--- config.mk ---
export PLATFORM = sky130hd
export DESIGN_NAME = bus_arbiter
export DESIGN_NICKNAME = d
export VERILOG_FILES = /design/src/rtl/bus_arbiter.sv
export SDC_FILE = /design/constraint.sdc
export NUM_CORES = 1
export LEC_CHECK = 0
export ABC_AREA = 1
export BUFFER_PORTS_ARGS = -buffer_cell sky130_fd_sc_hd__buf_2
export CAP_MARGIN = 20
export CORE_AREA = 2 2 130 132
export DETAILED_ROUTE_END_ITERATION = 7
export DIE_AREA = 0 0 132 134
export GPL_ROUTABILITY_DRIVEN = 1
export GPL_TIMING_DRIVEN = 0
export PLACE_DENSITY = 0.51
export SLEW_MARGIN = 20
export SYNTH_ARGS = -nofsm -noshare
export SYNTH_HDL_FRONTEND = slang
export SYNTH_SLANG_ARGS = --single-unit
export TNS_END_PERCENT = 1
--- constraint.sdc ---
create_clock -name clk -period 1.5 [get_ports clk]
set_input_delay 0.225 -clock clk [delete_from_list [all_inputs] [get_ports clk]]
set_output_delay 0.225 -clock clk [all_outputs]
set_load 0.02 [all_outputs]
--- src/rtl/bus_arbiter.sv ---
// bus_arbiter -- round-robin owner of the shared system bus.
//
// Shares one slave-side bus among four masters that use the active-low
// req_/grnt_ handshake. A grant is held until its owner raises req_. When
// the owner releases, the grant passes straight to the next requester in
// round-robin order, so no idle cycle is inserted. The owner's address,
// strobe, direction and write data are muxed onto the s_* outputs.
//
// Ports:
//   clk, reset                synchronous active-high reset
//   mN_req_ / mN_grnt_        per-master request in / grant out (active-low)
//   mN_addr, mN_as_, mN_rw,   per-master bus signals
//   mN_wr_data
//   s_addr, s_as_, s_rw,      shared slave-side bus (IDLE: 0 / 1 / 1 / 0)
//   s_wr_data
//   owner                     current or last grant holder
//   bus_busy                  1 while a grant is held
module bus_arbiter #(
    parameter int ADDR_W = 30,
    parameter int DATA_W = 32
) (
    input  logic              clk,
    input  logic              reset,
    input  logic              m0_req_,
    input  logic              m1_req_,
    input  logic              m2_req_,
    input  logic              m3_req_,
    output logic              m0_grnt_,
    output logic              m1_grnt_,
    output logic              m2_grnt_,
    output logic              m3_grnt_,
    input  logic [ADDR_W-1:0] m0_addr,
    input  logic [ADDR_W-1:0] m1_addr,
    input  logic [ADDR_W-1:0] m2_addr,
    input  logic [ADDR_W-1:0] m3_addr,
    input  logic              m0_as_,
    input  logic              m1_as_,
    input  logic              m2_as_,
    input  logic              m3_as_,
    input  logic              m0_rw,
    input  logic              m1_rw,
    input  logic              m2_rw,
    input  logic              m3_rw,
    input  logic [DATA_W-1:0] m0_wr_data,
    input  logic [DATA_W-1:0] m1_wr_data,
    input  logic [DATA_W-1:0] m2_wr_data,
    input  logic [DATA_W-1:0] m3_wr_data,
    output logic [ADDR_W-1:0] s_addr,
    output logic              s_as_,
    output logic              s_rw,
    output logic [DATA_W-1:0] s_wr_data,
    output logic [1:0]        owner,
    output logic              bus_busy
);

    typedef enum logic {
        IDLE    = 1'b0,
        GRANTED = 1'b1
    } state_t;

    state_t     state_q, state_d;
    logic [1:0] owner_q, owner_d;
    logic [3:0] req;        // active-high view of the four requests
    logic [1:0] winner;
    logic       found;
    logic [1:0] idx;

    assign req = ~{m3_req_, m2_req_, m1_req_, m0_req_};

    // Round-robin pick: search owner+1, owner+2, owner+3, then owner itself.
    // The 2-bit index wraps 3 -> 0 on its own.
    always_comb begin
        // NOTE: every variable written here gets a default first; a path that
        // leaves one unassigned would infer a latch.
        winner = owner_q;
        found  = 1'b0;
        idx    = 2'd0;
        for (int i = 1; i <= 4; i++) begin
            idx = owner_q + 2'(i);
            if (!found && req[idx]) begin
                winner = idx;
                found  = 1'b1;
            end
        end
    end

    // Next-state logic. req[owner_q] == 0 in GRANTED means the owner has
    // released; any remaining request is then necessarily another master's.
    always_comb begin
        state_d = state_q;
        owner_d = owner_q;
        unique case (state_q)
            IDLE: begin
                if (|req) begin
                    state_d = GRANTED;
                    owner_d = winner;
                end
            end
            GRANTED: begin
                if (!req[owner_q]) begin
                    if (|req) begin
                        owner_d = winner;
                    end else begin
                        state_d = IDLE;
                    end
                end
            end
            default: begin
                state_d = IDLE;
            end
        endcase
    end

    always_ff @(posedge clk) begin
        // NOTE: non-blocking assignments, so every register samples the
        // pre-edge values regardless of statement order.
        if (reset) begin
            state_q <= IDLE;
            owner_q <= 2'd0;
        end else begin
            state_q <= state_d;
            owner_q <= owner_d;
        end
    end

    assign bus_busy = (state_q == GRANTED);
    assign owner    = owner_q;

    // Grants decode straight from registers: one-hot or none, and no
    // combinational path from any req_.
    assign m0_grnt_ = !(bus_busy && owner_q == 2'd0);
    assign m1_grnt_ = !(bus_busy && owner_q == 2'd1);
    assign m2_grnt_ = !(bus_busy && owner_q == 2'd2);
    assign m3_grnt_ = !(bus_busy && owner_q == 2'd3);

    // Slave-side mux. Only the owner reaches s_*; in IDLE the bus is parked
    // with the strobe deasserted and direction READ.
    always_comb begin
        s_addr    = '0;
        s_as_     = 1'b1;
        s_rw      = 1'b1;
        s_wr_data = '0;
        if (bus_busy) begin
            unique case (owner_q)
                2'd0: begin
                    s_addr = m0_addr; s_as_ = m0_as_; s_rw = m0_rw; s_wr_data = m0_wr_data;
                end
                2'd1: begin
                    s_addr = m1_addr; s_as_ = m1_as_; s_rw = m1_rw; s_wr_data = m1_wr_data;
                end
                2'd2: begin
                    s_addr = m2_addr; s_as_ = m2_as_; s_rw = m2_rw; s_wr_data = m2_wr_data;
                end
                default: begin
                    s_addr = m3_addr; s_as_ = m3_as_; s_rw = m3_rw; s_wr_data = m3_wr_data;
                end
            endcase
        end
    end

endmodule

==> impl_metrics.yaml <==
cells_and_area:
  multi_input_comb_area_um2: 3710
  n_antenna_cell: 0
  nets: 1054
  fillCellCount: 1668
  fin_util_pct: 43.4
  final_area_um2: 7060
  drive_gt1_share_pct: 80.5
  area_growth_pct: 231
  area.sequential_um2: 71.3
floorplanning:
  die-height_um: 134
  die_area_um2: 17700
  row_count: 47
  die_x_um: 132
  coreArea_um2: 16300
  ios: 333
  initial_core_util_pct: 13.1
clocking:
  clk_pin_slew_worst_paths_ns: 0.03
  ctsLongestPathBuffers: 2
  htree_levels: 1
  cts_made_buffers: 3
  clock_sinks: 3
  clock-root-buffer: "clkbuf_16"
  clock_latency_ns: 0.22
  cts_hold_buf: 0
  cts_tree: "done"
logic_synthesis:
  synth_warnings: 0
  synth.avg_cell_area_um2: 4.91
  ys_ff_latch: 3
  syn-num-nets: 701
  syn_area_um2: 2130
  netlist_instances: 434
  ys_seq_area_share_pct: 2.82
  synth_cell_types: 23
setup_path:
  cp_data_required_time_ns: 1.27
  cp_data_arrival_time_ns: 1.64
  worstPathCellList: "inv_6, ha_4, buf_12, clkbuf_16, a21oi_2, a31oi_4, buf_4"
  max_stage_delay_ns: 0.39
  crit_buf_inv: 4
  path_delay_family: "buffers and inverters"
  slowest_stage: "dfxtp_4"
  start_kind: "register"
  worstPathMaxFanout: 9
  crit_path_end_kind: "primary output"
  critical_path_class: "reg -> out"
place:
  hpwl_um: 13100
  placed_area_um2: 5310
  globalplace.congestion: 0.838
  io_buffers: 332
timing:
  min_period_ns: 1.87
  tightestPinTransition_ns: 0.497
  relSlewSlack_pct: 66.6
  setup_viol: 67
  rsz0062_at_grt: "yes"
  worst_slack_ns: -0.370
  hold_viol_final: 0
  finalMaxSlewViolations: 0
  max_freq_ghz: 0.535
  final.setup.tns_ns: -20.75
  fin_worst_skew_ns: 0.000634
  timing.final.crit_share_pct: 125
detailed_routing:
  vias: 4579
  route.detailed.wl_per_inst_um: 17.1
  drt_iter0_drc: 142
  via_per_inst: 4.55
  first_pass_iters: 4
  ant_nets: 0
  drc_errors: 0
  routed_wl_um: 17200
global_route:
  grt_pass1_vias: 4871
  grt_pass1_wl_um: 25800
  grt_use_total_pct: 18.2
  overflow: 0
  antenna_found_initial: 0
  grt_max_degree: 11
pwr:
  ir_drop_uv: 629
  p_per_area_nw_per_um2: 1080
  cellLeakagePower_nw: 2.89
outcome:
  violations: "setup timing"
  run_status: "finished, violations left"
min_path:
  hold_path.class: "in -> reg"
job:
  maxCapViolations: 0
## power breakdown
group          switching [mW]  total [mW]  internal [mW]
combinational            3.76        7.07           3.31
clock                  0.0736       0.424          0.351
sequential             0.0600       0.167          0.107
## synthesized netlist by cell type
cell type | instances | share of area [%]
inv_1 | 6 | 1.1
buf_2 | 5 | 1.2
ha_1 | 5 | 2.9
o21ai_0 | 62 | 15
nand3b_1 | 1 | 0.35
a21oi_4 | 1 | 0.76
nor3_1 | 1 | 0.23
nand3_2 | 3 | 1.4
nand2_1 | 157 | 28
nand4_1 | 1 | 0.29
buf_1 | 4 | 0.70
buf_4 | 1 | 0.35
dfxtp_1 | 3 | 2.8
nor2_1 | 2 | 0.35
nand2_4 | 1 | 0.53
clkbuf_1 | 31 | 5.5
nand2_2 | 10 | 2.9
a31oi_1 | 62 | 18
nor2_2 | 1 | 0.29
inv_2 | 1 | 0.18
a21oi_1 | 64 | 15
nand3_1 | 11 | 2.6
clkinv_1 | 1 | 0.18
## worst register-to-register path, cell delays in order, from the launching register on
cell     delay, ns
dfxtp_4       0.43
inv_8         0.06
ha_4          0.29
inv_2         0.05
nand3_2       0.08
nand2_4       0.07
nand3_1       0.11
nand2_2       0.07
nor2_2        0.08
nand2_1       0.06
a21oi_2       0.11
## flip-flops by register name, indices dropped and copies added, names as in the netlist
| name | cells |
|---|---|
| bus_busy | 1 |
| owner | 2 |
## placed cells by master, fill, tap and decap left out, types with 2 or more instances in the layout
cell type  synthesis  final
buf_2              5    270
nand2_1          157    123
a31oi_4            0     60
o21ai_2            0     58
buf_6              0     48
a21oi_4            1     47
nand2_2           10     44
buf_4              1     26
clkbuf_16          0     18
a21oi_2            0     14
clkbuf_8           0     12
nand3_1           11      9
buf_12             0      6
nand3_2            3      5
buf_8              0      4
clkbuf_2           0      4
o21ai_0           62      4
a21oi_1           64      4
inv_1              6      4
ha_4               0      4
clkbuf_4           0      3
dfxtp_4            0      3
a31oi_1           62      2
nor2_1             2      2
## per-stage QoR
| step | worst slack [ns] | total power, mW | std cells | hold WS, ns |
|---|---|---|---|---|
| final | -0.370 | 7.66 | 1006 | 0.193 |
| after global routing | -0.412 | 8.09 | 1006 | 0.202 |
| after CTS | -0.367 | 7.47 | 1003 | 0.198 |
| after detailed placement | -0.711 | 5.27 | 986 | 0.419 |
| after global placement | -0.672 | 5.27 | 986 | 0.417 |
| after floorplan | -0.0384 | 3.85 | 434 | 0.284 |
## routing by layer
metal | track usage (%) | vias to the layer above | part of all wire [%]
met5 | 0 | - | 0
met3 | 3.89 | 20 | 6.6
met2 | 35.3 | 205 | 53
met4 | 2.84 | 0 | 1.5
met1 | 20.6 | 2109 | 39
li1 | - | 2245 | -
## cells by family after synthesis
family / Yosys count / synth area share (%)
flip-flops: 3 / 2.82
AO/OA/AOI/OAI: 189 / 48.5
adder cells (fa/ha/maj): 5 / 2.93
buffers and inverters: 49 / 9.10
AND/OR/NAND/NOR: 188 / 36.6
## worst paths after layout
check	slack, ns	start	cells past startpoint	to
setup reg to reg	0.01	owner[0]$_SDFFE_PP0P_	10	owner[1]$_SDFFE_PP0P_
hold reg to reg	0.56	owner[0]$_SDFFE_PP0P_	2	owner[0]$_SDFFE_PP0P_
setup / recovery	-0.37	owner[1]$_SDFFE_PP0P_	7	s_wr_data[22]
hold / removal	0.19	reset	2	owner[1]$_SDFFE_PP0P_
## timing repair
item | 4_1_cts | 5_1_grt
buffers inserted | 7 | 3
gates resized for setup | 366 | 47
endpoints found under the setup margin | 70 | 70
gates cloned | 6 | 0
pin swaps | 23 | 15
## cell type report
class | count | area share [%]
Inverter | 8 | 0.673
Buffer | 41 | 9.83
Sequential cell | 3 | 1.01
Tap cell | 220 | 3.90
Timing Repair Buffer | 348 | 30.9
Multi-Input combinational cell | 382 | 52.6
Clock buffer | 4 | 1.12
No activity file was read; power rests on OpenSTA's default activity.
